<file path="src/rtl/engine_arbiter.sv">
// Arbitrates N drawing-engine channels onto one frame-memory port, one request in flight,
// and broadcasts read data back with a one-hot strobe marking the owning channel.
module engine_arbiter #(
    parameter int NUM_CH   = 5,
    parameter int DATA_W   = 32,
    parameter int ADDR_W   = 16,
    parameter int ARB_MODE = 0,
    localparam int WBEN_W  = DATA_W / 8,
    localparam int IDX_W   = (NUM_CH > 1) ? $clog2(NUM_CH) : 1
) (
    input  logic                       clk,
    input  logic                       rst_,
    input  logic [NUM_CH*DATA_W-1:0]   ch_in_data,
    input  logic [NUM_CH*ADDR_W-1:0]   ch_in_addr,
    input  logic [NUM_CH*WBEN_W-1:0]   ch_in_wben,
    input  logic [NUM_CH-1:0]          ch_in_op,
    input  logic [NUM_CH-1:0]          ch_in_rts,
    output logic [NUM_CH-1:0]          ch_out_rtr,
    output logic [DATA_W-1:0]          mem_out_data,
    output logic [ADDR_W-1:0]          mem_out_addr,
    output logic [WBEN_W-1:0]          mem_out_wben,
    output logic                       mem_out_op,
    output logic                       mem_out_rts,
    input  logic                       mem_in_rtr,
    input  logic [DATA_W-1:0]          mem_in_data,
    input  logic                       mem_in_valid,
    output logic [DATA_W-1:0]          bcast_out_data,
    output logic [NUM_CH-1:0]          bcast_out_xfc
);

    typedef enum logic [1:0] {
        IDLE,
        ISSUE,
        RD_WAIT
    } state_t;

    state_t           state;
    logic [IDX_W-1:0] last_grant;
    logic [IDX_W-1:0] grant;
    logic [IDX_W-1:0] sel_idx;
    logic             any_req;

    // Round-robin scans from last+1 with wrap; fixed priority scans from index 0.
    function automatic logic [IDX_W-1:0] pick(input logic [NUM_CH-1:0] rts,
                                              input logic [IDX_W-1:0]  last);
        logic [IDX_W-1:0]  idx;
        logic              found;
        logic [NUM_CH-1:0] sh;
        int                c;
        idx   = '0;
        found = 1'b0;
        for (int k = 0; k < NUM_CH; k++) begin
            if (ARB_MODE == 1)
                c = k;
            else
                c = (int'(last) + 1 + k) % NUM_CH;
            sh = rts >> c;
            if (!found && sh[0]) begin
                found = 1'b1;
                idx   = IDX_W'(c);
            end
        end
        return idx;
    endfunction

    function automatic logic [NUM_CH-1:0] onehot(input logic [IDX_W-1:0] idx);
        return NUM_CH'(1) << idx;
    endfunction

    assign any_req    = |ch_in_rts;
    assign sel_idx    = pick(ch_in_rts, last_grant);
    assign ch_out_rtr = (state == IDLE && any_req) ? onehot(sel_idx) : '0;

    always_ff @(posedge clk or negedge rst_) begin
        if (!rst_) begin
            state          <= IDLE;
            last_grant     <= IDX_W'(NUM_CH - 1);
            grant          <= '0;
            mem_out_data   <= '0;
            mem_out_addr   <= '0;
            mem_out_wben   <= '0;
            mem_out_op     <= 1'b0;
            mem_out_rts    <= 1'b0;
            bcast_out_data <= '0;
            bcast_out_xfc  <= '0;
        end else begin
            bcast_out_xfc <= '0;
            unique case (state)
                IDLE: begin
                    if (any_req) begin
                        mem_out_data <= ch_in_data[sel_idx*DATA_W +: DATA_W];
                        mem_out_addr <= ch_in_addr[sel_idx*ADDR_W +: ADDR_W];
                        mem_out_wben <= ch_in_wben[sel_idx*WBEN_W +: WBEN_W];
                        mem_out_op   <= ch_in_op[sel_idx];
                        mem_out_rts  <= 1'b1;
                        grant        <= sel_idx;
                        last_grant   <= sel_idx;
                        state        <= ISSUE;
                    end
                end
                ISSUE: begin
                    // Fields stay latched here so memory may stall for any length of time.
                    if (mem_in_rtr) begin
                        mem_out_rts <= 1'b0;
                        state       <= mem_out_op ? RD_WAIT : IDLE;
                    end
                end
                RD_WAIT: begin
                    if (mem_in_valid) begin
                        bcast_out_data <= mem_in_data;
                        bcast_out_xfc  <= onehot(grant);
                        state          <= IDLE;
                    end
                end
                default: state <= IDLE;
            endcase
        end
    end

endmodule

</file>
<file path="config.mk">
export PLATFORM = sky130hd
export DESIGN_NAME = engine_arbiter
export DESIGN_NICKNAME = d
export VERILOG_FILES = /design/src/rtl/engine_arbiter.sv
export SDC_FILE = /design/constraint.sdc
export NUM_CORES = 1
export LEC_CHECK = 0
export CAP_MARGIN = 20
export CORE_AREA = 2 2 157 159
export CTS_BUF_LIST = sky130_fd_sc_hd__clkbuf_8
export DETAILED_ROUTE_END_ITERATION = 16
export DIE_AREA = 0 0 159 161
export PLACE_DENSITY = 0.75
export SLEW_MARGIN = 25
export SYNTH_ARGS = -nofsm -noshare
export SYNTH_HDL_FRONTEND = slang
export SYNTH_SLANG_ARGS = --single-unit
</file>
<file path="constraint.sdc">
create_clock -name clk -period 21.2 [get_ports clk]
set_input_delay 4.24 -clock clk [delete_from_list [all_inputs] [get_ports clk]]
set_output_delay 4.24 -clock clk [all_outputs]
set_load 0.05 [all_outputs]
</file>
==> metrics.cfg, run 1 <==
[floorplanning]
die_h_um=161
die_area_um2=25600
pin_count=402
start_util_pct=39.4
rows=57
die_x_um=159
coreArea_um2=24000

[global_route]
antenna_found_initial=6
grt_pass1_wl_mm=60.4
grt_usage_pct=30.6
grt_max_degree=112
grt_pass1_vias=10200
grt_overflow=0

[min_path]
min_path_type=reg -> reg

[layout]
final_common_cell=clkdlybuf4s50_1
fillCellCount=2247
final_cells=1841
final_cell_mix=clkdlybuf4s50_1, nor2_1, nor3_1
syn_to_final_growth_pct=45.5
fin_nets=1848
drive_gt1_share_pct=6.22
seqCellArea_um2=2430
multiInputGateArea_um2=6450

[setup_path]
cp-start-kind=register
crit_path_max_incr_delay_ns=0.83
regToRegSetupSlack_ns=11.63
crit_start=last_grant[0]
arrival_ns=10.08
reg2regPathDepth=29
r2r_end=mem_out_data[7]
worstSetupPathType=reg -> out
crit_top_cell=ha_1
r2r_start=last_grant[0]
crit_fanout=111
slowest_stage=clkdlybuf4s50_1
required_ns=16.96
endpoint=ch_out_rtr[0]
end_kind=output pin

[clock_network]
tritoncts=done
cts_htree_levels=3
clock_path_buffers=2
hold_buffers=0
cts-root-buf=clkbuf_8
numCtsBuffers=9
clkLatencyLatePin_ns=0.40
cts_resized=0
numClockSinks=97
clk_pin_slew_ns=0.10
cts_setup_buffers=0

[place]
io_buffers=401
gp_congestion=0.961
dpl_worst_slack_ns=7.51
hpwl_mm=32.2
dp.cells=1819

[sta]
relSlewSlack_pct=36.1
grt_setup_unrepaired=no
slew_violations=0
worst_pin_slew_ns=0.952
hold_ws_ns=0.513
max_freq_mhz=69.8
layout_setup_ws_ns=6.88
min_period_over_period_pct=67.6
finalSetupViolCount=0
finalClockSkew_ns=0.0177
hold_viol=0
setup_tns_ns=0
fin_crit_ns=14.32

[drt]
post_drt_wl_per_cell_um=22.1
drc=0
vias=10700
vias_per_cell=5.79
drtIter0Drc=899
first_pass_iters=6
finalWirelength_mm=40.7
ant_nets=0

[yosys]
avgSynthCellArea_um2=8.12
synth_seq_area_share_pct=25.7
syn-instance-count=1162
ys_ff_latch=97
async_flop_share_pct=100
syn_nets=1504
ys.flop_type=dfrtp_1
synth_warnings=0
syn_area_um2=9430
ys_types=86
synth_edf_count=0

[run_status]
status=finished, final reports clean

[run]
drv_cap=0

final cells by class:
class                      count  area share [%]
inverter                      30           0.820
tap                          324            2.95
timing repair buffer         411            29.9
antenna                        6           0.109
clock buffer                   9           0.902
clock inverter                 7           0.629
multi-input combinational    957            47.0
sequential                    97            17.7
critical path, delay by kind of cell (launching register included):
kind | cells | cell delay [ns]
AOI/OAI and AO/OA | 8 | 2.38
and+or+nand+nor | 9 | 2.25
buffers and inverters | 4 | 1.91
adders and majority gates | 4 | 1.46
xor gates and xnor gates | 2 | 0.76
DFF | 1 | 0.37
muxes | 1 | 0.34
layer usage:
layer  track usage (%)  routed length, um  vias to the layer above
li1                  -                  -                     4962
met1              40.6              16900                     5090
met2              49.2              18900                      528
met3              7.14               3690                       73
met4              10.4               1180                        0
met5                 0                  0                        -
cell families after synthesis:
logic type	share of synthesized area, %
fa+ha+maj	4.77
compound gates	18.1
buf+inv	6.26
mux	17.4
simple gates	25.5
flops	25.7
xor+xnor	2.21
sequential cells by signal, summed over array words and instances (netlist names), 2 cells and up:
signal / count
last_grant: 3
mem_out_data: 32
bcast_out_data: 32
bcast_out_xfc: 5
mem_out_wben: 4
state: 2
mem_out_addr: 16
how the worst min path moves through the flow:
stage / depth (start not counted) / endpoint / start / slack [ns]
3_5_place_dp: 1 / bcast_out_data[4] / bcast_out_data[4] / 0.49
3_3_place_gp: 1 / bcast_out_data[19] / bcast_out_data[19] / 0.49
2_1_floorplan: 1 / bcast_out_xfc[0] / grant[2] / 0.49
6_report: 1 / bcast_out_data[0] / bcast_out_data[0] / 0.51
5_1_grt: 1 / bcast_out_data[0] / bcast_out_data[0] / 0.53
4_1_cts: 1 / bcast_out_data[4] / bcast_out_data[4] / 0.51
Yosys cell counts (6+ instances only):
library cell	number	share of area (%)
or3_1	60	4.0
buf_2	19	1.0
a211oi_1	10	0.80
nand2b_1	11	0.73
o21a_1	7	0.56
dfrtp_1	96	25
o21ai_0	38	2.0
o211ai_1	6	0.48
a21oi_1	93	4.9
nor3_1	124	6.6
clkbuf_1	43	1.7
mux2i_1	119	13
and2_1	12	0.80
o32ai_1	6	0.56
xnor2_1	20	1.9
ha_1	36	4.8
nor2_1	148	5.9
mux2_2	36	4.3
nand3_1	19	1.0
nand2_1	57	2.3
nor2b_1	6	0.40
a31oi_1	9	0.60
buf_12	9	1.9
inv_1	27	1.1
nor3b_1	7	0.56
a21o_1	12	0.95
metrics by stage:
stage / utilization [%] / cell area (um^2)
after floorplan: - / 9430
after global placement: 56.3 / 13500
after detailed placement: 56.3 / 13500
after CTS: 57.2 / 13700
after global routing: 57.3 / 13700
final: 57.3 / 13700
Power of run 1 is left out: the tool's default activity adds up to more than one toggle a clock period on the data nets, which glitch-free logic cannot reach.
==> inputs of run 2 (changes only) <==
Settings changed: CORE_AREA 2 2 157 159 to not set, CORE_ASPECT_RATIO set to 0.8, CORE_UTILIZATION set to 40, DIE_AREA 0 0 159 161 to not set, PLACE_DENSITY 0.75 to 0.79.
Clock period 21.2 ns to 12.3 ns, I/O delays scaled along.
==> metrics.cfg, run 2 (same netlist as run 1, synthesis figures left out) <==
[run_status]
status=finished, final reports clean  ; unchanged

[floorplanning]
die_area_um2=24200  ; was 25600 um^2
die_x_um=174  ; was 159 um
die_h_um=139  ; was 161 um
rows=49  ; was 57
coreArea_um2=22800  ; was 24000 um^2
start_util_pct=41.4  ; was 39.4%
pin_count=402  ; unchanged

[global_route]
grt_use_met1_pct=38.4  ; was 40.6%
grt_max_degree=60  ; was 112
grt_pass1_vias=9910  ; was 10200
globalRouteMet2Util_pct=52.3  ; was 49.2%
grt-busiest-layer=met2  ; unchanged
grt_overflow=0  ; unchanged
antenna_found_initial=1  ; was 6
use_met3_pct=5.96  ; was 7.14%
grt_pass1_wl_mm=57.6  ; was 60.4 mm
grt_usage_pct=30.5  ; was 30.6%

[sta]
max_freq_mhz=88.3
setup_tns_ns=0  ; unchanged
finalClockSkew_ns=0.0119  ; was 0.0177 ns
min_period_over_period_pct=92.1
relSlewSlack_pct=37.8  ; was 36.1%
hold_ws_ns=0.515  ; was 0.513 ns
worst_pin_slew_ns=0.932  ; was 0.952 ns
hold_viol=0  ; unchanged
slew_violations=0  ; unchanged
grt_setup_unrepaired=no  ; unchanged
finalSetupViolCount=0  ; unchanged
fin_crit_ns=11.33

[drt]
drtIter0Drc=957  ; was 899
post_drt_wl_per_cell_um=20.9  ; was 22.1 um
finalWirelength_mm=38.0  ; was 40.7 mm
drc=0  ; unchanged
first_pass_iters=6  ; unchanged
vias=10500  ; was 10700
ant_nets=0  ; unchanged
vias_per_cell=5.78  ; was 5.79

[place]
gp_congestion=1.00  ; was 0.961
placed_area_um2=13500  ; about the same
hpwl_mm=29.8  ; was 32.2 mm
io_buffers=401  ; unchanged

[setup_path]
required_ns=9.84  ; was 16.96 ns
arrival_ns=8.87  ; was 10.08 ns
worstSetupPathType=reg -> out  ; unchanged
reg2regPathDepth=30  ; was 29
crit_fanout=17  ; was 111
crit_path_max_incr_delay_ns=0.83  ; about the same
end_kind=output pin  ; unchanged
crit_top_cell=ha_1  ; unchanged
slowest_stage=clkdlybuf4s50_1  ; unchanged
cp-start-kind=register  ; unchanged

[layout]
drive_gt1_share_pct=6.79  ; was 6.22%
fin_nets=1854  ; was 1848
final_cell_mix=clkdlybuf4s50_1, nor2_1, nor3_1  ; unchanged
syn_to_final_growth_pct=45.3  ; was 45.5%
stdcell_area_um2=13700  ; about the same
final_common_cell=clkdlybuf4s50_1  ; unchanged
reg.largest.list=bcast_out_data: 32 flops, mem_out_data: 32 flops, mem_out_addr: 16 flops  ; unchanged

[run]
drv_cap=0  ; unchanged

[clock_network]
clock_path_buffers=2  ; unchanged
cts_setup_buffers=0  ; unchanged
clk_pin_slew_ns=0.11  ; was 0.10 ns
clkLatencyLatePin_ns=0.38  ; was 0.40 ns
numClockSinks=97  ; unchanged
cts-root-buf=clkbuf_8  ; unchanged
tritoncts=done  ; unchanged
cts_htree_levels=3  ; unchanged
numCtsBuffers=9  ; unchanged
hold_buffers=0  ; unchanged
cts_resized=0  ; unchanged

[min_path]
min_path_type=reg -> reg  ; unchanged
hold_depth=1  ; unchanged

-- run 2: changes by cell type in the layout (fill, tap and decap cells not counted), sizes merged --
cell           change
clkinvlp           -1
diode              -5
buf                +9
inv                +1
clkdlybuf4s50      -3
clkinv             +1
bufinv             -1
-- run 2: layout make-up --
type / instances / area (um^2)
antenna: 1 / 2.50
clock buffer: 9 / 124
clock inverter: 7 / 81.3
fill: 2075 / 9100
inverter: 30 / 113
multi-input combinational: 957 / 6450
sequential: 97 / 2430
tap: 306 / 383
timing repair buffer: 417 / 4120
-- run 2: critical path, delay by kind of cell (launching register included) --
| kind | cells | cell delay [ns] |
|---|---|---|
| compound gates | 10 | 2.59 |
| xor+xnor | 2 | 0.77 |
| fa+ha+maj | 4 | 1.45 |
| buf+inv | 3 | 1.12 |
| flops | 1 | 0.66 |
| mux | 1 | 0.34 |
| simple gates | 8 | 1.57 |
-- run 2: through the flow --
stage / utilization (%) / instances / setup slack, ns
4_1_cts: 60.1 / 1823 / 1.06
3_3_place_gp: 59.2 / 1807 / 1.70
6_report: 60.1 / 1824 / 0.970
5_1_grt: 60.1 / 1824 / 0.257
2_1_floorplan: - / 1162 / 1.29
3_5_place_dp: 59.2 / 1807 / 1.51
-- run 2: routing by layer --
layer | routed length (um) | vias to the layer above | share of wire, %
li1 | - | 4968 | -
met1 | 15300 | 4987 | 40
met2 | 18500 | 520 | 49
met3 | 2960 | 62 | 7.8
met4 | 1280 | 0 | 3.4
met5 | 0 | - | 0
-- run 2: worst paths after layout --
kind	start	end	slack, ns
min in group asynchronous	rst_	bcast_out_data[13]	2.07
setup / recovery	last_grant[1]	ch_out_rtr[3]	0.97
hold reg to reg	bcast_out_data[28]	bcast_out_data[28]	0.52
max in group asynchronous	rst_	mem_out_data[20]	9.05
setup reg to reg	last_grant[1]	mem_out_data[9]	2.33
hold / removal	bcast_out_data[28]	bcast_out_data[28]	0.52
Power of run 2 is left out for the same reason.
